<file path="src/rtl/risc_cpu_pkg.sv">
// Shared constants for the accumulator CPU and its memory responder.
package risc_cpu_pkg;

    localparam int unsigned ADDR_W_DEF = 5;
    localparam int unsigned DATA_W_DEF = 8;

    localparam logic [2:0] OP_HLT = 3'b000;
    localparam logic [2:0] OP_ADD = 3'b010;
    localparam logic [2:0] OP_LDA = 3'b101;
    localparam logic [2:0] OP_STO = 3'b110;

    typedef enum logic [1:0] {
        ST_IDLE = 2'd0,
        ST_WAIT = 2'd1,
        ST_ACK  = 2'd2
    } resp_state_e;

endpackage

</file>
<file path="src/rtl/mem_array.sv">
// Unified instruction/data store: one muxed write port, one registered read port.
// With MEM_PARITY_EN each word carries an even-parity bit checked on read.
module mem_array
    import risc_cpu_pkg::*;
#(
    parameter int unsigned ADDR_W = ADDR_W_DEF,
    parameter int unsigned DATA_W = DATA_W_DEF
) (
    input  logic              clk,
    input  logic              rst,
    input  logic              i_we,
    input  logic [ADDR_W-1:0] i_waddr,
    input  logic [DATA_W-1:0] i_wdata,
    input  logic              i_re,
    input  logic [ADDR_W-1:0] i_raddr,
    output logic [DATA_W-1:0] o_rdata
`ifdef MEM_PARITY_EN
    ,
    output logic              o_perr
`endif
);

    localparam int unsigned DEPTH = 1 << ADDR_W;
`ifdef MEM_PARITY_EN
    localparam int unsigned WORD_W = DATA_W + 1;
`else
    localparam int unsigned WORD_W = DATA_W;
`endif

    logic [WORD_W-1:0] r_mem [DEPTH];
    logic [WORD_W-1:0] w_wword;
    logic [WORD_W-1:0] w_rword;
    logic [DATA_W-1:0] r_rdata;

`ifdef MEM_PARITY_EN
    logic r_perr;
    assign w_wword = {^i_wdata, i_wdata};
`else
    assign w_wword = i_wdata;
`endif

    assign w_rword = r_mem[i_raddr];

    // Storage is intentionally not reset; contents survive rst.
    always_ff @(posedge clk) begin
        if (i_we) begin
            r_mem[i_waddr] <= w_wword;
        end
    end

    always_ff @(posedge clk) begin
        if (!rst) begin
            r_rdata <= '0;
        end else if (i_re) begin
            r_rdata <= w_rword[DATA_W-1:0];
        end
    end

`ifdef MEM_PARITY_EN
    // Stored word {p, d} with p = ^d reduces to 0 when intact.
    always_ff @(posedge clk) begin
        if (!rst) begin
            r_perr <= 1'b0;
        end else if (i_re) begin
            r_perr <= ^w_rword;
        end
    end

    assign o_perr = r_perr;
`endif

    assign o_rdata = r_rdata;

endmodule

</file>
<file path="src/rtl/cpu_mem_responder.sv">
// CPU memory-bus responder: req/ack handshake with programmable wait states plus a host loader.
// Optional MEM_PARITY_EN adds the cpu_perr flag backed by per-word parity in mem_array.
module cpu_mem_responder
    import risc_cpu_pkg::*;
#(
    parameter int unsigned ADDR_W      = ADDR_W_DEF,
    parameter int unsigned DATA_W      = DATA_W_DEF,
    parameter int unsigned WAIT_STATES = 0
) (
    input  logic              clk,
    input  logic              rst,
    input  logic              cpu_req,
    input  logic              cpu_we,
    input  logic [ADDR_W-1:0] cpu_addr,
    input  logic [DATA_W-1:0] cpu_wdata,
    output logic [DATA_W-1:0] cpu_rdata,
    output logic              cpu_ack,
    output logic              busy,
    input  logic              ld_valid,
    input  logic [ADDR_W-1:0] ld_addr,
    input  logic [DATA_W-1:0] ld_data,
    output logic              ld_ready
`ifdef MEM_PARITY_EN
    ,
    output logic              cpu_perr
`endif
);

    localparam int unsigned CNT_W   = 4;
    localparam bit          NO_WAIT = (WAIT_STATES == 0);

    resp_state_e       r_state;
    logic [CNT_W-1:0]  r_cnt;
    logic [ADDR_W-1:0] r_addr;
    logic              r_we;
    logic [DATA_W-1:0] r_wdata;
    logic              r_ack;
    logic              r_busy;

    logic              w_idle;
    logic              w_ld_fire;
    logic              w_accept;
    logic              w_wait_done;
    logic              w_go_ack;
    logic [ADDR_W-1:0] w_acc_addr;
    logic              w_acc_we;
    logic [DATA_W-1:0] w_acc_wdata;
    logic              w_mem_we;
    logic [ADDR_W-1:0] w_mem_waddr;
    logic [DATA_W-1:0] w_mem_wdata;
    logic              w_mem_re;

    assign w_idle      = (r_state == ST_IDLE);
    assign ld_ready    = w_idle & rst;
    assign w_ld_fire   = ld_valid & ld_ready;
    assign w_accept    = w_idle & rst & ~ld_valid & cpu_req;
    assign w_wait_done = (r_state == ST_WAIT) & rst & cpu_req & (r_cnt == CNT_W'(1));
    assign w_go_ack    = (w_accept & NO_WAIT) | w_wait_done;

    // With zero wait states the access is performed on the acceptance edge itself.
    assign w_acc_addr  = w_idle ? cpu_addr  : r_addr;
    assign w_acc_we    = w_idle ? cpu_we    : r_we;
    assign w_acc_wdata = w_idle ? cpu_wdata : r_wdata;

    assign w_mem_we    = w_ld_fire | (w_go_ack & w_acc_we);
    assign w_mem_waddr = w_ld_fire ? ld_addr : w_acc_addr;
    assign w_mem_wdata = w_ld_fire ? ld_data : w_acc_wdata;
    assign w_mem_re    = w_go_ack & ~w_acc_we;

    always_ff @(posedge clk) begin
        if (!rst) begin
            r_state <= ST_IDLE;
            r_cnt   <= '0;
            r_ack   <= 1'b0;
            r_busy  <= 1'b0;
        end else begin
            case (r_state)
                ST_IDLE: begin
                    if (w_accept) begin
                        r_addr  <= cpu_addr;
                        r_we    <= cpu_we;
                        r_wdata <= cpu_wdata;
                        r_cnt   <= CNT_W'(WAIT_STATES);
                        r_state <= NO_WAIT ? ST_ACK : ST_WAIT;
                        r_ack   <= NO_WAIT;
                        r_busy  <= 1'b1;
                    end
                end
                ST_WAIT: begin
                    if (!cpu_req) begin
                        r_state <= ST_IDLE;
                        r_busy  <= 1'b0;
                    end else if (r_cnt == CNT_W'(1)) begin
                        r_state <= ST_ACK;
                        r_ack   <= 1'b1;
                    end else begin
                        r_cnt <= r_cnt - CNT_W'(1);
                    end
                end
                ST_ACK: begin
                    r_state <= ST_IDLE;
                    r_ack   <= 1'b0;
                    r_busy  <= 1'b0;
                end
                default: begin
                    r_state <= ST_IDLE;
                    r_ack   <= 1'b0;
                    r_busy  <= 1'b0;
                end
            endcase
        end
    end

    mem_array #(
        .ADDR_W (ADDR_W),
        .DATA_W (DATA_W)
    ) u_mem (
        .clk     (clk),
        .rst     (rst),
        .i_we    (w_mem_we),
        .i_waddr (w_mem_waddr),
        .i_wdata (w_mem_wdata),
        .i_re    (w_mem_re),
        .i_raddr (w_acc_addr),
        .o_rdata (cpu_rdata)
`ifdef MEM_PARITY_EN
        ,
        .o_perr  (cpu_perr)
`endif
    );

    assign cpu_ack = r_ack;
    assign busy    = r_busy;

endmodule

</file>
<file path="config.mk">
export PLATFORM = sky130hd
export DESIGN_NAME = cpu_mem_responder
export DESIGN_NICKNAME = d
export VERILOG_FILES = /design/src/rtl/risc_cpu_pkg.sv /design/src/rtl/mem_array.sv /design/src/rtl/cpu_mem_responder.sv
export SDC_FILE = /design/constraint.sdc
export NUM_CORES = 1
export LEC_CHECK = 0
export BUFFER_PORTS_ARGS = -buffer_cell sky130_fd_sc_hd__clkbuf_2
export CAP_MARGIN = 10
export CORE_ASPECT_RATIO = 1.75
export CORE_MARGIN = 1
export CORE_UTILIZATION = 65
export CTS_BUF_LIST = sky130_fd_sc_hd__clkbuf_8
export DETAILED_ROUTE_END_ITERATION = 10
export PLACE_DENSITY = 0.83
export SLEW_MARGIN = 20
export SYNTH_ARGS = -nofsm -noshare
export SYNTH_HDL_FRONTEND = slang
export SYNTH_SLANG_ARGS = --single-unit
</file>
<file path="constraint.sdc">
create_clock -name clk -period 6.2 [get_ports clk]
set_clock_uncertainty 0.1 [all_clocks]
set_input_delay 0.93 -clock clk [delete_from_list [all_inputs] [get_ports clk]]
set_output_delay 0.93 -clock clk [all_outputs]
set_load 0.01 [all_outputs]
</file>
## After elaboration in Yosys (flattened, before gate mapping)

Memory sizes are Yosys's and may differ from the RTL's. A register that Yosys moved wholly into a read port is not among the register bits.
Cells that the tools add are included.

- Bits in registers: 22
- Memory bits (writable): 256
- Input port bits: 31
- Output and inout port bits: 11
- Memories: 1

- $add $sub $neg: 1
- Equal/unequal tests: 8
- Multiplexer cells: 21
- Bitwise operators: 13
- Reduce and logical (&&, ||, !) cells: 8

Memories:

| memory | depth | bits a word | read ports | clocked after memory_dff | wr ports | RTL line | text |
|---|---|---|---|---|---|---|---|
| u_mem.r_mem | 32 | 8 | 1 | 1 | 1 | mem_array.sv:30 | `logic [WORD_W-1:0] r_mem [DEPTH];` |

Operators with widths:

| cell | count |
|---|---|
| two-way mux 8 bit | 2 |
| two-way mux 4 bit | 3 |
| two-way mux 5 bit | 2 |
| AND 1 bit | 9 |
| case mux 4 bit (2 select lines) | 1 |
| two-way mux 1 bit | 7 |
| two-way mux 2 bit | 3 |
| inequality test 2 bit, second input constant | 3 |
| AND reduction 3 bit | 2 |
| equality test 4 x 1 -> 1 bit, second input constant | 1 |
| inequality test 2 x 1 -> 1 bit, second input constant | 2 |
| case mux 1 bit (2 select lines) | 2 |
| case mux 2 bit (2 select lines) | 1 |
| AND reduction 2 bit | 2 |
| AND reduction 4 bit | 1 |
| subtractor 4 x 1 -> 4 bit, second input constant | 1 |
| inequality test 3 x 2 -> 1 bit, second input constant | 1 |
| equality test 2 x 1 -> 1 bit, second input constant | 1 |
| logical NOT 2 bit | 1 |
| inverter 1 bit | 2 |
| bitwise OR 1 bit | 2 |
| nonzero test 2 bit | 1 |
| logical NOT 1 bit | 1 |

## Longest topological paths before layout

Gate-level depths: netlist (run 1).

- Word-level depth: 9
- Mapped depth: 10
- Gate-level depth less buffers: 7

## Hierarchy

A second synthesis (run 1) with hierarchy kept.

- Cell total of the unflattened synthesis: 686
- Area, all modules: 11278.3 sq um

By module, submodules not included:

| module | instances | cells each | area an instance (sq um) |
|---|---|---|---|
| mem_array | 1 | 599 | 10361.2 |
| cpu_mem_responder | 1 | 87 | 917.1 |

## Worst setup path before layout (run 1)

No wires, ideal clock.

- Kind: input -> register
- Start: input port rst
- End: memory u_mem.r_mem[0][5] (netlist bit) (data pin)
- Library setup time: 0.377 ns
- Arrival: 2.741 ns
- Data required time: 5.723 ns
- Slack: 2.982 ns
- Stages on the path: 7
- Buffers on the path: 2
- Path through: buf_2 nand2b_1 inv_1 nand2_1 clkbuf_1 nor2_1 a21oi_1

- Word-level cells in the longest chain between the ends: 3

Ends and longest elaborated chain:

| element | RTL line | text |
|---|---|---|
| start: declaration | cpu_mem_responder.sv:11 | `input logic rst,` |
| AND 1 bit | cpu_mem_responder.sv:54 | `assign ld_ready = w_idle & rst;` |
| via ld_ready | cpu_mem_responder.sv:22 | `output logic ld_ready` |
| AND 1 bit | cpu_mem_responder.sv:55 | `assign w_ld_fire = ld_valid & ld_ready;` |
| two-way mux 8 bit | cpu_mem_responder.sv:67 | `assign w_mem_wdata = w_ld_fire ? ld_data : w_acc_wdata;` |
| via u_mem.i_wdata[5] | mem_array.sv:13 | `input logic [DATA_W-1:0] i_wdata,` |
| end: declaration | mem_array.sv:30 |  |

The timed path passes the listed nets, and every way through them passes these cells.

## Final worst setup path (run 1)

- Start: register r_state[1]
- End: memory u_mem.r_mem[0][0] (netlist bit), enable pin

- Word-level cells in the longest chain between the ends: 9

Ends and longest elaborated chain:

| element | RTL line | text |
|---|---|---|
| start: declaration | cpu_mem_responder.sv:32 | `resp_state_e r_state;` |
| start signal: assignment | cpu_mem_responder.sv:84 | `r_state <= NO_WAIT ? ST_ACK : ST_WAIT;` |
| equality test 2 x 1 -> 1 bit / logical NOT 2 bit (equally long branches) | cpu_mem_responder.sv:57, cpu_mem_responder.sv:53 |  |
| AND 1 bit (on tied branches) | cpu_mem_responder.sv:57, cpu_mem_responder.sv:54, cpu_mem_responder.sv:56 |  |
| AND 1 bit (on tied branches) (2 in series) | cpu_mem_responder.sv:57, cpu_mem_responder.sv:56 |  |
| bitwise OR 1 bit | cpu_mem_responder.sv:58 | `assign w_go_ack = (w_accept & NO_WAIT) \| w_wait_done;` |
| AND 1 bit | cpu_mem_responder.sv:65 | `assign w_mem_we = w_ld_fire \| (w_go_ack & w_acc_we);` |
| bitwise OR 1 bit | cpu_mem_responder.sv:65 |  |
| two-way mux 1 bit | mem_array.sv:46 | `if (i_we) begin` |
| two-way mux 1 bit (implied by the code) | mem_array.sv:47 | `r_mem[i_waddr] <= w_wword;` |

Parallel ways exist; a longest one is shown, timed or not.

==> impl_metrics.yaml, run 1 <==
timing:
  setup_viol: 0
  final.min_clock_period_ns: 3.79
  maxSlewHeadroom_pct: 30.0
  finalMaxSlewViolations: 0
  fmax_ghz: 0.264
  worstMarginPinSlew_ns: 1.05
  hold_viol: 0
  layout_worst_path_cycle_share_pct: 61.1
  rsz0062_at_grt: "false"
  layout_setup_ws_ns: 2.41
  tns_ns: 0
layout:
  seq_area_um2: 8260
  nNetsFinal: 1095
  layout_commonest_cell: "edfxtp_1"
  final_cell_mix: "269 x edfxtp_1, 194 x nand2b_1, 102 x nor2_1, 78 x a22oi_1, 51 x a21oi_1"
  area_delta_synth_final_pct: 8.28
  drive_above_1_share_pct: 14.1
  multi_input_area_um2: 4450
  num_antenna_cells: 0
  final_core_util_pct: 71.8
  final_cell_count_no_fill: 1335
  fill_cells: 1280
hold_path:
  hold_class: "input port to flop"
  worstHoldStart: "cpu_wdata[5]"
cts:
  ctsResizeCount: 0
  clk_pin_slew_ns: 0.07
  clock_tree.root_cell: "clkbuf_8"
  cts_tree: "yes"
  clk_path_buf_depth: 3
  hold_buffers: 0
  clkSinkCount: 278
  cts_buffers: 37
  worstSkewPairLatency_ns: 0.54
  cts_setup_buffers: 0
  ctsHtreeMaxLevel: 2
floorplanning:
  row_count: 68
  dieHeight_um: 189
  start_util_pct: 66.3
  ios: 42
  die_w_um: 109
  die_area_um2: 20700
  core_area_um2: 19700
setup_path:
  timing.rr.start: "r_state[1]"
  path_class: "flop to flop"
  critPathMaxFanout: 37
  worstPathArrival_ns: 3.83
  cp-startpoint: "r_state[1]"
  required_ns: 6.24
  crit_path_start_kind: "flop"
  critical_path.endpoint_type: "flop"
outcome:
  outcome: "finished, final reports clean"
drt:
  totalWireLength_mm: 34.6
  drt_iter0_drc: 928
  num_vias: 9312
  drc_errors: 0
  routedWlPerCell_um: 25.9
  drtAntennaViolNets: 0
  drtPass1Iterations: 7
  viasPerCell: 6.98
power_and_ir_drop:
  p_sw_share_pct: 23.7
  internal_power_mw: 3.01
  irDropWorstVdd_mv: 0.258
  p_leak_nw: 4.53
  p_clk_share_pct: 37.0
  power_mw: 3.95
  power_density_nw_per_um2: 280
  switchingPower_uw: 938
  pwr-share-comb_pct: 9.5
  sequentialPowerShare_pct: 53.5
placement:
  finalWeightedCongestion: 0.905
  dp_slack_ns: 2.41
  dp_cells: 1270
  dp_hpwl_mm: 22.8
  portBuffers: 41
synthesis:
  synth_largest_area_cell: "edfxtp_1"
  syn_inst: 1031
  synth_area_per_cell_um2: 12.6
  synth_top_cell_area_share_pct: 62.0
  syn-cell-area_um2: 13000
  synth_warnings: 0
  ys_types: 50
  synth_nets: 1062
  synth_simple_gate_area_share_pct: 16.1
  synth_xor_area_share_pct: 0
  synth_area_leaders: "edfxtp_1 62%, nand2b_1 9.3%, a22oi_1 4.5%"
  ys_seq_area_share_pct: 63.3
  synthAdderAreaFrac_pct: 0
  synth_top_family_by_area: "simple AND/OR/NAND/NOR gates"
  synth-seq-cells: 278
  synth_compound_area_share_pct: 15.9
  muxShareOfSynthArea_pct: 1.75
global_route:
  grt_pass1_wl_mm: 52.6
  grt_max_degree: 99
  grt-ovfl-total: 0
  groute.usage.overall_pct: 35.2
  grt_pass1_vias: 9459
  antenna_found_initial: 0
run:
  cap_violations: 0
==> registers in the layout, indices dropped and copies added, names as in the netlist <==
name / cells
r_addr: 5
r_state: 1
r_wdata: 8
u_mem.o_rdata: 8
u_mem.r_mem: 256
==> cell type report <==
class	instances	share of cell area [%]
inverters	5	0.133
clock inverters	26	1.71
clock buffers	39	3.80
multi-input cells	687	31.5
repair buffers	55	2.20
flip-flops and latches	278	58.5
well taps	245	2.17
==> worst max-delay path: stages (launching register included) <==
cell and delay, ns:
dfxtp_2 0.92, nand2b_1 0.55, and2_1 0.46, a21oi_1 0.11
nor2_1 0.14, nand2_1 0.42, nor2_1 0.70
==> routing by layer <==
layer  track usage (%)  routed length, um
met2              56.8              17300
met3              5.85               2990
met1              40.4              11200
met5                 0                  0
met4              28.8               3120
==> metrics by stage <==
stage                     area [um^2]  hold WS [ns]
after CTS                       14100         0.488
after global routing            14100         0.484
after floorplan                 13000         0.504
after detailed placement        13300         0.518
final                           14100         0.501
after global placement          13300         0.508
==> Yosys cell counts, drive strengths merged <==
library cell,n
o21ai,12
and3b,1
a21oi,59
nor2,104
nor3b,1
inv,5
a211oi,8
nand2,19
nor2b,4
a22oi,98
mux2i,20
edfxtp,269
o22a,1
o21a,3
mux2,1
o221a,8
a32oi,2
nand3,4
o211ai,10
dfxtp,9
o221ai,14
nand2b,194
o31ai,16
a31o,1
or3,8
buf,36
o21bai,2
and2,4
nor4,16
nor3,25
o22ai,49
clkbuf,25
or3b,1
a31oi,1
nand4bb,1
==> power by group through the flow <==
| stage | Clock, mW | Sequential, mW | Combinational [mW] |
|---|---|---|---|
| 6_report | 1.46 | 2.11 | 0.376 |
| 5_1_grt | 1.54 | 2.11 | 0.397 |
| 4_1_cts | 1.46 | 2.11 | 0.368 |
| 3_5_place_dp | 0 | 2.15 | 0.365 |
| 3_3_place_gp | 0 | 2.15 | 0.359 |
| 2_1_floorplan | 0 | 2.15 | 0.240 |
==> worst paths after layout <==
path	endpoint	slack (ns)	cells past startpoint
setup / recovery	u_mem.r_mem[0][0]	2.41	6
hold / removal	r_wdata[5]	0.50	1
setup reg to reg	u_mem.r_mem[0][0]	2.41	6
hold reg to reg	u_mem.o_rdata[5]	0.54	2
==> cell families after synthesis <==
group	after synthesis
flip-flops	278
AND/OR/NAND/NOR	382
buffers and inverters	66
multiplexers	21
AO/OA/AOI/OAI	284
Note: power is estimated with default switching activity, not from simulation.
==> run 2, diff against run 1 <==
- ABC_AREA: not set -> 1
- CORE_UTILIZATION: 65 -> 64
- PLACE_DENSITY: 0.83 -> 0.82
- clock period: 6.2 -> 3.6 ns (I/O delays scaled with it)
==> run 2 against run 1 <==
  * Final cell count increased by 15%
  * Non-clock buffer count is 10 higher
  * Final area is 2.6% lower
  * Largest power group unchanged
==> impl_metrics.yaml, run 2 <==
layout:
  layout_commonest_cell: "nand3_1"
  final_cell_area_um2: 13800
  final_cell_count_no_fill: 1538
  largest_reg_flops: 256
  area_delta_synth_final_pct: 9.89
  fill_cells: 1288
  nNetsFinal: 1299
  regMostFlops: "u_mem.r_mem"
  final_cell_mix: "292 x nand3_1, 270 x edfxtp_1, 250 x inv_1, 229 x nand2_1, 44 x nor2_1"
  num_antenna_cells: 0
  drive_above_1_share_pct: 11.5
synthesis:
  syn-cell-area_um2: 12500
  ys_seq_area_share_pct: 66.2
  synth-edff-count: 270
  synth_area_per_cell_um2: 10.2
  synth-seq-cells: 279
  synth_largest_area_cell: "edfxtp_1"
  ys_top_cells_by_count: "292 x nand3_1, 270 x edfxtp_1, 241 x inv_1"
  yosysMostFrequentCell: "nand3_1"
  async_reset_ff_share_pct: 0
  synth_top_cell_area_share_pct: 64.8
  ys_types: 26
  synth_warnings: 0
  synth_nets: 1256
  syn_inst: 1225
  synth_area_leaders: "edfxtp_1 65%, nand3_1 12%, inv_1 7.2%"
  synth_ff_type: "edfxtp_1"
cts:
  clk_path_buf_depth: 3
  cts_setup_buffers: 0
  clk_pin_slew_ns: 0.07
  clock_tree.root_cell: "clkbuf_8"
  cts_buffers: 39
  cts_tree: "yes"
  worstSkewPairLatency_ns: 0.53
  ctsResizeCount: 0
  ctsHtreeMaxLevel: 2
  hold_buffers: 0
  clkSinkCount: 279
setup_path:
  cp.buffers_inverters: 0
  crit_path_start_kind: "flop"
  r2r_slack_ns: 0.51
  cp_slowest_stage_delay_ns: 0.77
  slowest_stage: "nor2_1"
  worstPathArrival_ns: 3.15
  r2r-end: "u_mem.r_mem[14][2]"
  cp-startpoint: "r_state[1]"
  cp-endpoint: "u_mem.r_mem[14][2]"
  reg2reg_depth: 5
  required_ns: 3.66
  critPathMaxFanout: 18
  path_class: "flop to flop"
  cp_top_family: "simple AND/OR/NAND/NOR gates"
  crit_cells: 5
  path_cells: "nor2_2 -> nand2_2 -> o21ai_0 -> nand3_1 -> nor2_1"
  timing.rr.start: "r_state[1]"
  critical_path.endpoint_type: "flop"
global_route:
  grt_pass1_wl_mm: 47.6
  grt_pass1_vias: 8874
  grt-ovfl-total: 0
  groute.usage.overall_pct: 32.5
  grt_max_degree: 68
  antenna_found_initial: 0
drt:
  drt_iter0_drc: 1104
  drc_errors: 0
  viasPerCell: 5.92
  totalWireLength_mm: 31.5
  num_vias: 9107
  drtAntennaViolNets: 0
  routedWlPerCell_um: 20.5
  drtPass1Iterations: 5
power_and_ir_drop:
  power_density_nw_per_um2: 497
  irDropWorstVdd_mv: 0.527
  p_leak_nw: 5.85
outcome:
  outcome: "finished, final reports clean"
placement:
  portBuffers: 41
  finalWeightedCongestion: 0.884
  dpl_cell_area_um2: 13000
  dp_hpwl_mm: 19.1
  dp_cells: 1468
timing:
  final.min_clock_period_ns: 3.09
  hold_ws_ns: 0.0947
  worstMarginPinSlew_ns: 1.03
  rsz0062_at_grt: "false"
  fmax_ghz: 0.324
  setup_viol: 0
  tns_ns: 0
  hold_viol: 0
  finalMaxSlewViolations: 0
  layout_worst_path_cycle_share_pct: 85.8
  maxSlewHeadroom_pct: 30.9
floorplanning:
  die_w_um: 108
  ios: 42
  core_area_um2: 19200
  die_area_um2: 20100
  start_util_pct: 65.2
  row_count: 67
  dieHeight_um: 187
hold_path:
  hold_class: "input port to flop"
run:
  cap_violations: 0
## run 2: worst min path at each step
stage / start / to / slack [ns] / cells after the start
floorplan: u_mem.o_rdata[0] / u_mem.o_rdata[0] / 0.46 / 2
global placement: u_mem.o_rdata[5] / u_mem.o_rdata[5] / 0.42 / 2
detailed placement: u_mem.o_rdata[4] / u_mem.o_rdata[4] / 0.43 / 2
CTS: cpu_wdata[2] / r_wdata[2] / 0.08 / 1
global route: cpu_addr[1] / r_addr[1] / 0.09 / 1
finish: cpu_addr[1] / r_addr[1] / 0.09 / 1
## run 2: metrics by stage
| stage | power [mW] | setup slack (ns) | utilization, % |
|---|---|---|---|
| 5_1_grt | 7.00 | 0.393 | 71.7 |
| 3_3_place_gp | 4.37 | 0.531 | 67.6 |
| 4_1_cts | 6.82 | 0.644 | 71.7 |
| 6_report | 6.83 | 0.510 | 71.7 |
| 2_1_floorplan | 4.12 | 0.736 | - |
| 3_5_place_dp | 4.39 | 0.426 | 67.6 |
## run 2: power by group
group	internal [mW]	switching [mW]	total (mW)	leakage [nW]
combinational	0.174	0.519	0.693	2.91
sequential	3.64	0.0104	3.65	2.50
clock	1.34	1.15	2.49	0.440
## run 2: metal layers
metal | global-route usage [%] | wire length, um | up-vias
li1 | - | - | 4119
met1 | 38.6 | 10100 | 4176
met2 | 54.8 | 16000 | 657
met3 | 5.09 | 3440 | 155
met4 | 20.3 | 1980 | 0
met5 | 0 | 0 | -
## run 2: logic make-up (layout without fill, tap and decap cells)
group	after synthesis	count (layout)	synth area share, %
flops	279	279	66.2
simple gates	604	604	22.0
compound gates	32	32	1.63
buf+inv	310	382	10.1
## run 2: worst reg2reg max path: stages, from the launching register on
cell and delay, ns:
dfxtp_1 0.44, nor2_2 0.22, nand2_2 0.25, o21ai_0 0.38, nand3_1 0.55, nor2_1 0.77
## run 2: area by class of cell
type                       count  area (um^2)  share of cell area, %
sequential                   279         8290                   60.2
multi-input combinational    636         3030                   22.0
inverter                     247          930                   6.76
clock buffer                  41          564                   4.10
timing repair buffer          65          423                   3.07
tap                          241          302                   2.19
clock inverter                29          220                   1.60
